--- src/rtl/sfx_scheduler.sv ---
// Sound-effect sequencer/arbiter: latches request pulses, plays one effect's note table at a time.
// Optional SFX_PREEMPT_EN lets a pending game-over abort any other effect in progress.
module sfx_scheduler #(
  parameter int NOTE_CYCLES = 5_000_000,
  parameter int GAP_CYCLES  = 1_000_000
) (
  input  logic       clk,
  input  logic       rst,
  input  logic       req_hit,
  input  logic       req_miss,
  input  logic       req_start,
  input  logic       req_over,
  input  logic       en_music,
  output logic [4:0] tone,
  output logic       tone_valid,
  output logic       music_en_out,
  output logic       busy,
  output logic [1:0] active_id
);

  localparam int MAX_CYC = (NOTE_CYCLES > GAP_CYCLES) ? NOTE_CYCLES : GAP_CYCLES;
  localparam int CNT_W   = (MAX_CYC > 1) ? $clog2(MAX_CYC) : 1;
  localparam logic [CNT_W-1:0] NOTE_LAST = CNT_W'(NOTE_CYCLES - 1);
  localparam logic [CNT_W-1:0] GAP_LAST  = CNT_W'(GAP_CYCLES - 1);

  typedef enum logic [1:0] {IDLE, PLAY, GAP} state_t;

  state_t           state;
  logic [3:0]       pending;
  logic [3:0]       grant;
  logic [1:0]       idx;
  logic [CNT_W-1:0] cnt;
  logic             busy_next;
  logic             preempt;

  function automatic logic [4:0] note_code(input logic [1:0] id, input logic [1:0] i);
    case ({id, i})
      4'b00_00: note_code = 5'd20;
      4'b00_01: note_code = 5'd24;
      4'b01_00: note_code = 5'd12;
      4'b01_01: note_code = 5'd8;
      4'b01_10: note_code = 5'd4;
      4'b10_00: note_code = 5'd12;
      4'b10_01: note_code = 5'd16;
      4'b10_10: note_code = 5'd19;
      4'b10_11: note_code = 5'd24;
      4'b11_00: note_code = 5'd24;
      4'b11_01: note_code = 5'd19;
      4'b11_10: note_code = 5'd16;
      4'b11_11: note_code = 5'd12;
      default:  note_code = 5'd0;
    endcase
  endfunction

  function automatic logic [1:0] last_idx(input logic [1:0] id);
    case (id)
      2'd0:    last_idx = 2'd1;
      2'd1:    last_idx = 2'd2;
      default: last_idx = 2'd3;
    endcase
  endfunction

  // Fixed priority: over > start > miss > hit
  function automatic logic [1:0] pick(input logic [3:0] p);
    if (p[3])      pick = 2'd3;
    else if (p[2]) pick = 2'd2;
    else if (p[1]) pick = 2'd1;
    else           pick = 2'd0;
  endfunction

  always_comb begin
`ifdef SFX_PREEMPT_EN
    preempt = (state != IDLE) && (active_id != 2'd3) && pending[3];
`else
    preempt = 1'b0;
`endif
    grant     = '0;
    busy_next = busy;
    if (state == IDLE && pending != 4'd0) begin
      grant[pick(pending)] = 1'b1;
      busy_next            = 1'b1;
    end
    if (state == GAP && cnt == GAP_LAST && idx == last_idx(active_id))
      busy_next = 1'b0;
    if (preempt) begin
      grant     = 4'b1000;
      busy_next = 1'b1;
    end
  end

  always_ff @(posedge clk or posedge rst) begin
    if (rst) begin
      state        <= IDLE;
      pending      <= '0;
      idx          <= '0;
      cnt          <= '0;
      tone         <= '0;
      tone_valid   <= 1'b0;
      busy         <= 1'b0;
      active_id    <= '0;
      music_en_out <= 1'b0;
    end else begin
      // A request on the grant edge re-arms the bit after it is cleared
      pending      <= (pending & ~grant) | {req_over, req_start, req_miss, req_hit};
      busy         <= busy_next;
      music_en_out <= en_music & ~busy_next;
      if (preempt) begin
        active_id  <= 2'd3;
        idx        <= '0;
        cnt        <= '0;
        state      <= PLAY;
        tone       <= note_code(2'd3, 2'd0);
        tone_valid <= 1'b1;
      end else begin
        case (state)
          IDLE: begin
            if (pending != 4'd0) begin
              active_id  <= pick(pending);
              idx        <= '0;
              cnt        <= '0;
              state      <= PLAY;
              tone       <= note_code(pick(pending), 2'd0);
              tone_valid <= 1'b1;
            end
          end
          PLAY: begin
            if (cnt == NOTE_LAST) begin
              cnt        <= '0;
              state      <= GAP;
              tone       <= '0;
              tone_valid <= 1'b0;
            end else begin
              cnt <= cnt + CNT_W'(1);
            end
          end
          GAP: begin
            if (cnt == GAP_LAST) begin
              cnt <= '0;
              if (idx == last_idx(active_id)) begin
                state     <= IDLE;
                active_id <= '0;
              end else begin
                idx        <= idx + 2'd1;
                state      <= PLAY;
                tone       <= note_code(active_id, idx + 2'd1);
                tone_valid <= 1'b1;
              end
            end else begin
              cnt <= cnt + CNT_W'(1);
            end
          end
          default: state <= IDLE;
        endcase
      end
    end
  end

endmodule

--- config.mk ---
export PLATFORM = sky130hd
export DESIGN_NAME = sfx_scheduler
export DESIGN_NICKNAME = d
export VERILOG_FILES = /design/src/rtl/sfx_scheduler.sv
export SDC_FILE = /design/constraint.sdc
export NUM_CORES = 1
export LEC_CHECK = 0
export BUFFER_PORTS_ARGS = -buffer_cell sky130_fd_sc_hd__buf_4
export CAP_MARGIN = 15
export CORE_UTILIZATION = 45
export DETAILED_ROUTE_END_ITERATION = 16
export GPL_TIMING_DRIVEN = 0
export SKIP_LAST_GASP = 1
export SYNTH_ARGS = -nofsm -noshare
export SYNTH_HDL_FRONTEND = slang
export SYNTH_SLANG_ARGS = --single-unit
--- constraint.sdc ---
create_clock -name clk -period 3.25 [get_ports clk]
set_input_delay 0.1625 -clock clk [delete_from_list [all_inputs] [get_ports clk]]
set_output_delay 0.1625 -clock clk [all_outputs]
set_load 0.01 [all_outputs]
Yosys cells after proc, flatten, opt, wreduce, memory -nomap -nowiden
Memory sizes are Yosys's and may differ from the RTL's.
Index checks and enable logic that the tools add are counted.
{"block": "word_totals", "mem_bits_ro": 80, "out_inout_bits": 10, "register_bits": 41, "input_bits": 7, "n_memories": 1, "elab_cells": 91}
{"memory": "(name not given)", "words": 16, "width": 5, "rd": 1, "rd_clocked_by_memory_dff": 0, "wr": 0, "line_no": "37", "text": "case ({id, i})"}
{"block": "classes", "n_bitwise": 5, "eq_ne": 15, "add_sub_neg": 2, "magnitude_cmp": 2, "muxes": 41, "n_reduce_logical": 16}
{"op": "$mux W23", "count": 3}
{"op": "$pmux W23 S3", "count": 1}
{"op": "$mux W2", "count": 15}
{"op": "$pmux W5 S3", "count": 2}
{"op": "$add A23 B1 Y23 const B", "count": 1}
{"op": "$eq A23 B20 Y1 const B", "count": 1}
{"op": "$eq A23 B23 Y1 const B", "count": 1}
{"op": "$mux W5", "count": 4}
{"op": "$pmux W2 S2", "count": 3}
{"op": "$mux W1", "count": 9}
{"op": "$reduce_and A4 Y1", "count": 2}
{"op": "$eq A2 B1 Y1 const B", "count": 3}
{"op": "$eq A2 B2 Y1 const B", "count": 3}
{"op": "$logic_not A2 Y1", "count": 3}
{"op": "$ne A2 B1 Y1 const B", "count": 3}
{"op": "$pmux W2 S3", "count": 1}
{"op": "$reduce_and A5 Y1", "count": 1}
{"op": "$and A4 B4 Y4", "count": 1}
{"op": "$eq A2 B2 Y1", "count": 2}
{"op": "$logic_and A1 B1 Y1", "count": 4}
{"op": "$mux W4", "count": 1}
{"op": "$ne A2 B2 Y1 const B", "count": 2}
{"op": "$not A4 Y4", "count": 1}
{"op": "$or A4 B4 Y4", "count": 1}
{"op": "13 further kinds", "count": 13}

Depth between registers and ports, before layout
{"block": "depth", "depth_word": 12, "ltp_mapped": 7}

Least setup slack after synthesis
Ideal clock, no wire load.
{"block": "synth_timing", "path_type": "flip-flop to flip-flop", "startpoint": "register cnt[13]", "endpoint": "register tone[1]", "synth_period_minus_slack_ns": 2.357, "t_required_ns": 3.125, "stages_incl_launch_ff": 6, "path_buffers": 0, "setup_slack_ns": 0.893, "setup_ns": 0.125, "t_arrival_ns": 2.232, "path_cell_list": "dfrtp_1 or4b_4 nor4_4 a31oi_2 nor4b_4 mux2_2"}
{"block": "synth_via", "elab_chain_cells": 3, "word_cells_on_any_way": 5, "classes_between": "eq/ne (4); reduce/logical (1)"}
{"element": "from (decl)", "line_no": "32", "text": "logic [CNT_W-1:0] cnt;"}
{"element": "from (signal assigned)", "line_no": "133", "text": "cnt <= cnt + CNT_W'(1);"}
{"element": "from (signal assigned)", "line_no": "149", "text": "cnt <= cnt + CNT_W'(1);"}
{"element": "$eq A23 B23 Y1 or $eq A23 B20 Y1 (tied branches)", "line_no": "127, 137"}
{"element": "$ne A2 B2 Y1 (no line) or $ne A2 B1 Y1 (tied branches)"}
{"element": "$reduce_and A5 Y1 (no line) (*)"}
{"element": "to (signal assigned)", "line_no": "112", "text": "tone <= note_code(2'd3, 2'd0);"}
{"element": "to (signal assigned)", "line_no": "122", "text": "tone <= note_code(pick(pending), 2'd0);"}
{"element": "to (signal assigned)", "line_no": "145", "text": "tone <= note_code(active_id, idx + 2'd1);"}
{"element": "to (decl)", "line_no": "14", "text": "output logic [4:0] tone,"}
Every way passes the cells marked *; elsewhere a longest branch is shown, timed or not.
A chain may end at the register's enable or synchronous reset.

Final worst setup path
{"block": "layout_timing", "startpoint": "register cnt[0]", "endpoint": "register cnt[19]"}
{"block": "layout_via", "elab_chain_cells": 3, "word_cells_on_any_way": 6, "classes_between": "add/sub (1); eq/ne (2); mux (3)"}
{"element": "$add A23 B1 Y23, or another cell as far along", "line_no": "133, 149"}
{"element": "$mux W23 (on tied branches)", "line_no": "137, 127"}
{"element": "$pmux W23 S3 (*)", "line_no": "115", "text": "case (state)"}
Marks and branches as above.

==> reports/qor.yml <==
nets: 336
fin_worst_skew_ns: 0.00615
worstSkewPairLatency_ns: 0.30
layout_common_cells: "nand2_1, dfrtp_1, inv_1, ha_1, buf_4"
crit_fanout: 10
synthCells: 289
grt.overflow.total: 0
path_class: "reg -> reg"
fp.dieW_um: 77.9
cts.htree.levels: 2
final_core_util: 0.529
start_kind: "flop"
layout-drive-gt1-share: 0.121
synthFlopType: "dfrtp_1"
switching_power_uw: 553
cts_buffers: 5
hpwl_um: 4530
synthArstFlopShare: 1.00
power_mw: 1.57
ys_types: 49
endpoint_kind: "flop"
total_leakage_power_nw: 1.20
timing.rr.end: "cnt[19]$_DFFE_PP0P_"
initial_core_util: 0.468
final.setup.tns_ns: 0
finalCritPeriodShare: 0.906
status: "complete, no violations"
max_stage_delay_ns: 0.61
critPathArrivalTime_ns: 3.09
die_height_um: 77.9
via_count: 2281
netlist_area_um2: 2590
first_pass_iters: 4
hold_path.class: "in -> async"
cts-resized-gates: 0
ff2ff_path_depth: 7
r2r-start: "cnt[0]$_DFFE_PP0P_"
power_frac_seq: 0.385
setup_slack_ns: 0.305
cts_root_buf: "clkbuf_8"
first_global_vias: 2228
grt_max_degree: 41
path_buf_inv: 1
r2r_slack_ns: 0.30
drtIter0Drc: 104
drt_wl_total_um: 6340
crit_chain: "ha_1 > nand3_1 > nor4b_1 > a31oi_2 > o21ai_1 > buf_2 > a22oi_1"
max-clock-path-buffers: 2
core_um2: 5540
post-place-cells: 377
drc: 0
worstSetupStartpoint: "cnt[0]$_DFFE_PP0P_"
switching_share: 0.352
ys_warn_count: 0
maxCapViolations: 0
grt_pass1_wl_um: 10700
place_congestion: 0.819
rsz0062_at_grt: "no"
area_growth_pct: 13.0
gr-usage-all-layers: 0.227
drt-vias-per-instance: 5.92
crit_family: "compound AO/OA/AOI/OAI gates"
io-pin-count: 17
fmax_ghz: 0.340
dp_slack_ns: 0.383
synth_seq_cells: 40
synth_edf_count: 0
combPwrFrac: 0.324
dieArea_um2: 6070
clkTransAtPathRegs_ns: 0.08
p_int_mw: 1.02
setup_violations: 0
postCtsSetupBuffers: 0
hold_viol: 0
num_rows: 27
synthesis.nets: 313
clock-sinks: 40
ir_worst_vdd_v: 0.000252
worst_pin_slew_ns: 1.08
power_frac_clock: 0.291
avgRoutedWirePerCell_um: 16.5
slew_viol_final: 0
diodes: 0
portBuffers: 16
cts_tree: "yes"
powerDensity_nw_per_um2: 537
yosysSeqAreaShare: 0.386
required_ns: 3.40
ant_nets: 0
final-instance-count-excl-fill: 385
syn_area_per_cell_um2: 8.97
grt_antenna_before_repair: 0
cts_hold_buf: 0
worst_path_max_delay_cell: "nor4b_1"
slew-limit-headroom: 0.273
period_needed_ns: 2.95
registers in the layout (all words and copies together), names as in the netlist:
signal	count
tone	4
tone_valid	1
active_id	2
cnt	23
music_en_out	1
state	2
busy	1
pending	4
idx	2
stage by stage:
stage          area (µm²)  hold WS, ns
3_5_place_dp         2800        0.344
2_1_floorplan        2590        0.255
5_1_grt              2930       0.0499
6_report             2930       0.0317
3_3_place_gp         2800        0.340
4_1_cts              2930       0.0315
worst max-delay path by stage:
stage / depth (start not counted) / end
after floorplan: 5 / tone[1]$_DFFE_PP0P_
after global placement: 7 / cnt[15]$_DFFE_PP0P_
after detailed placement: 7 / cnt[15]$_DFFE_PP0P_
after CTS: 7 / cnt[19]$_DFFE_PP0P_
after global routing: 7 / cnt[15]$_DFFE_PP0P_
final: 7 / cnt[19]$_DFFE_PP0P_
worst register-to-register path: stages (launching register included):
cell	delay, ns
dfrtp_1	0.41
ha_1	0.20
nand3_1	0.23
nor4b_1	0.61
a31oi_2	0.33
o21ai_1	0.54
buf_2	0.35
a22oi_1	0.12
power groups by stage:
stage	combinational [mW]	clock [mW]	sequential (mW)
detailed placement	0.509	0	0.617
global route	0.566	0.479	0.613
CTS	0.512	0.464	0.607
floorplan	0.333	0	0.620
global placement	0.509	0	0.614
finish	0.510	0.458	0.605
metal layers:
| layer | wire [µm] | GRT usage | up-vias |
|---|---|---|---|
| met5 | 0 | 0 | - |
| met2 | 3000 | 0.389 | 58 |
| met3 | 247 | 0.0494 | 16 |
| met1 | 2940 | 0.275 | 1097 |
| li1 | - | - | 1110 |
| met4 | 146 | 0.0926 | 0 |
synthesized netlist by cell type, types with 2 or more instances:
cell	number	area [µm²]
nand4_1	9	56.3
inv_1	20	75.1
o2111ai_1	9	78.8
a21o_1	5	37.5
mux2i_1	6	60.1
o311ai_0	6	52.6
nand3_1	7	35.0
or3_1	8	50.1
a22oi_1	3	22.5
nor4b_1	2	17.5
mux2_2	5	56.3
nor3_1	10	50.1
o211ai_1	3	22.5
nor2_1	14	52.6
a21oi_1	9	45.0
clkbuf_1	13	48.8
ha_1	17	213
o221ai_1	4	35.0
o21a_1	2	15.0
dfrtp_1	40	1000
o22ai_1	6	37.5
a211oi_1	2	15.0
nor4_1	8	50.1
a31oi_2	2	25.0
and2_1	4	25.0
nor2b_1	3	18.8
o21ai_0	11	55.1
nand2_1	40	150
area by class of cell:
cell class                      count  area [µm²]
Buffer                             17        70.1
Clock buffer                        7        96.3
Clock inverter                      1        30.0
Fill cell                         549        2610
Inverter                           20        75.1
Multi-Input combinational cell    212        1450
Sequential cell                    40        1000
Tap cell                           72        90.1
Timing Repair Buffer               16         120
cells by family after synthesis:
logic type,share of synthesized area
flip-flops,0.386
adder cells (fa/ha/maj),0.0820
XOR/XNOR,0.00676
AO/OA/AOI/OAI,0.195
AND/OR/NAND/NOR,0.229
buffers and inverters,0.0560
multiplexers,0.0449
(Power assumes the default switching activity.)
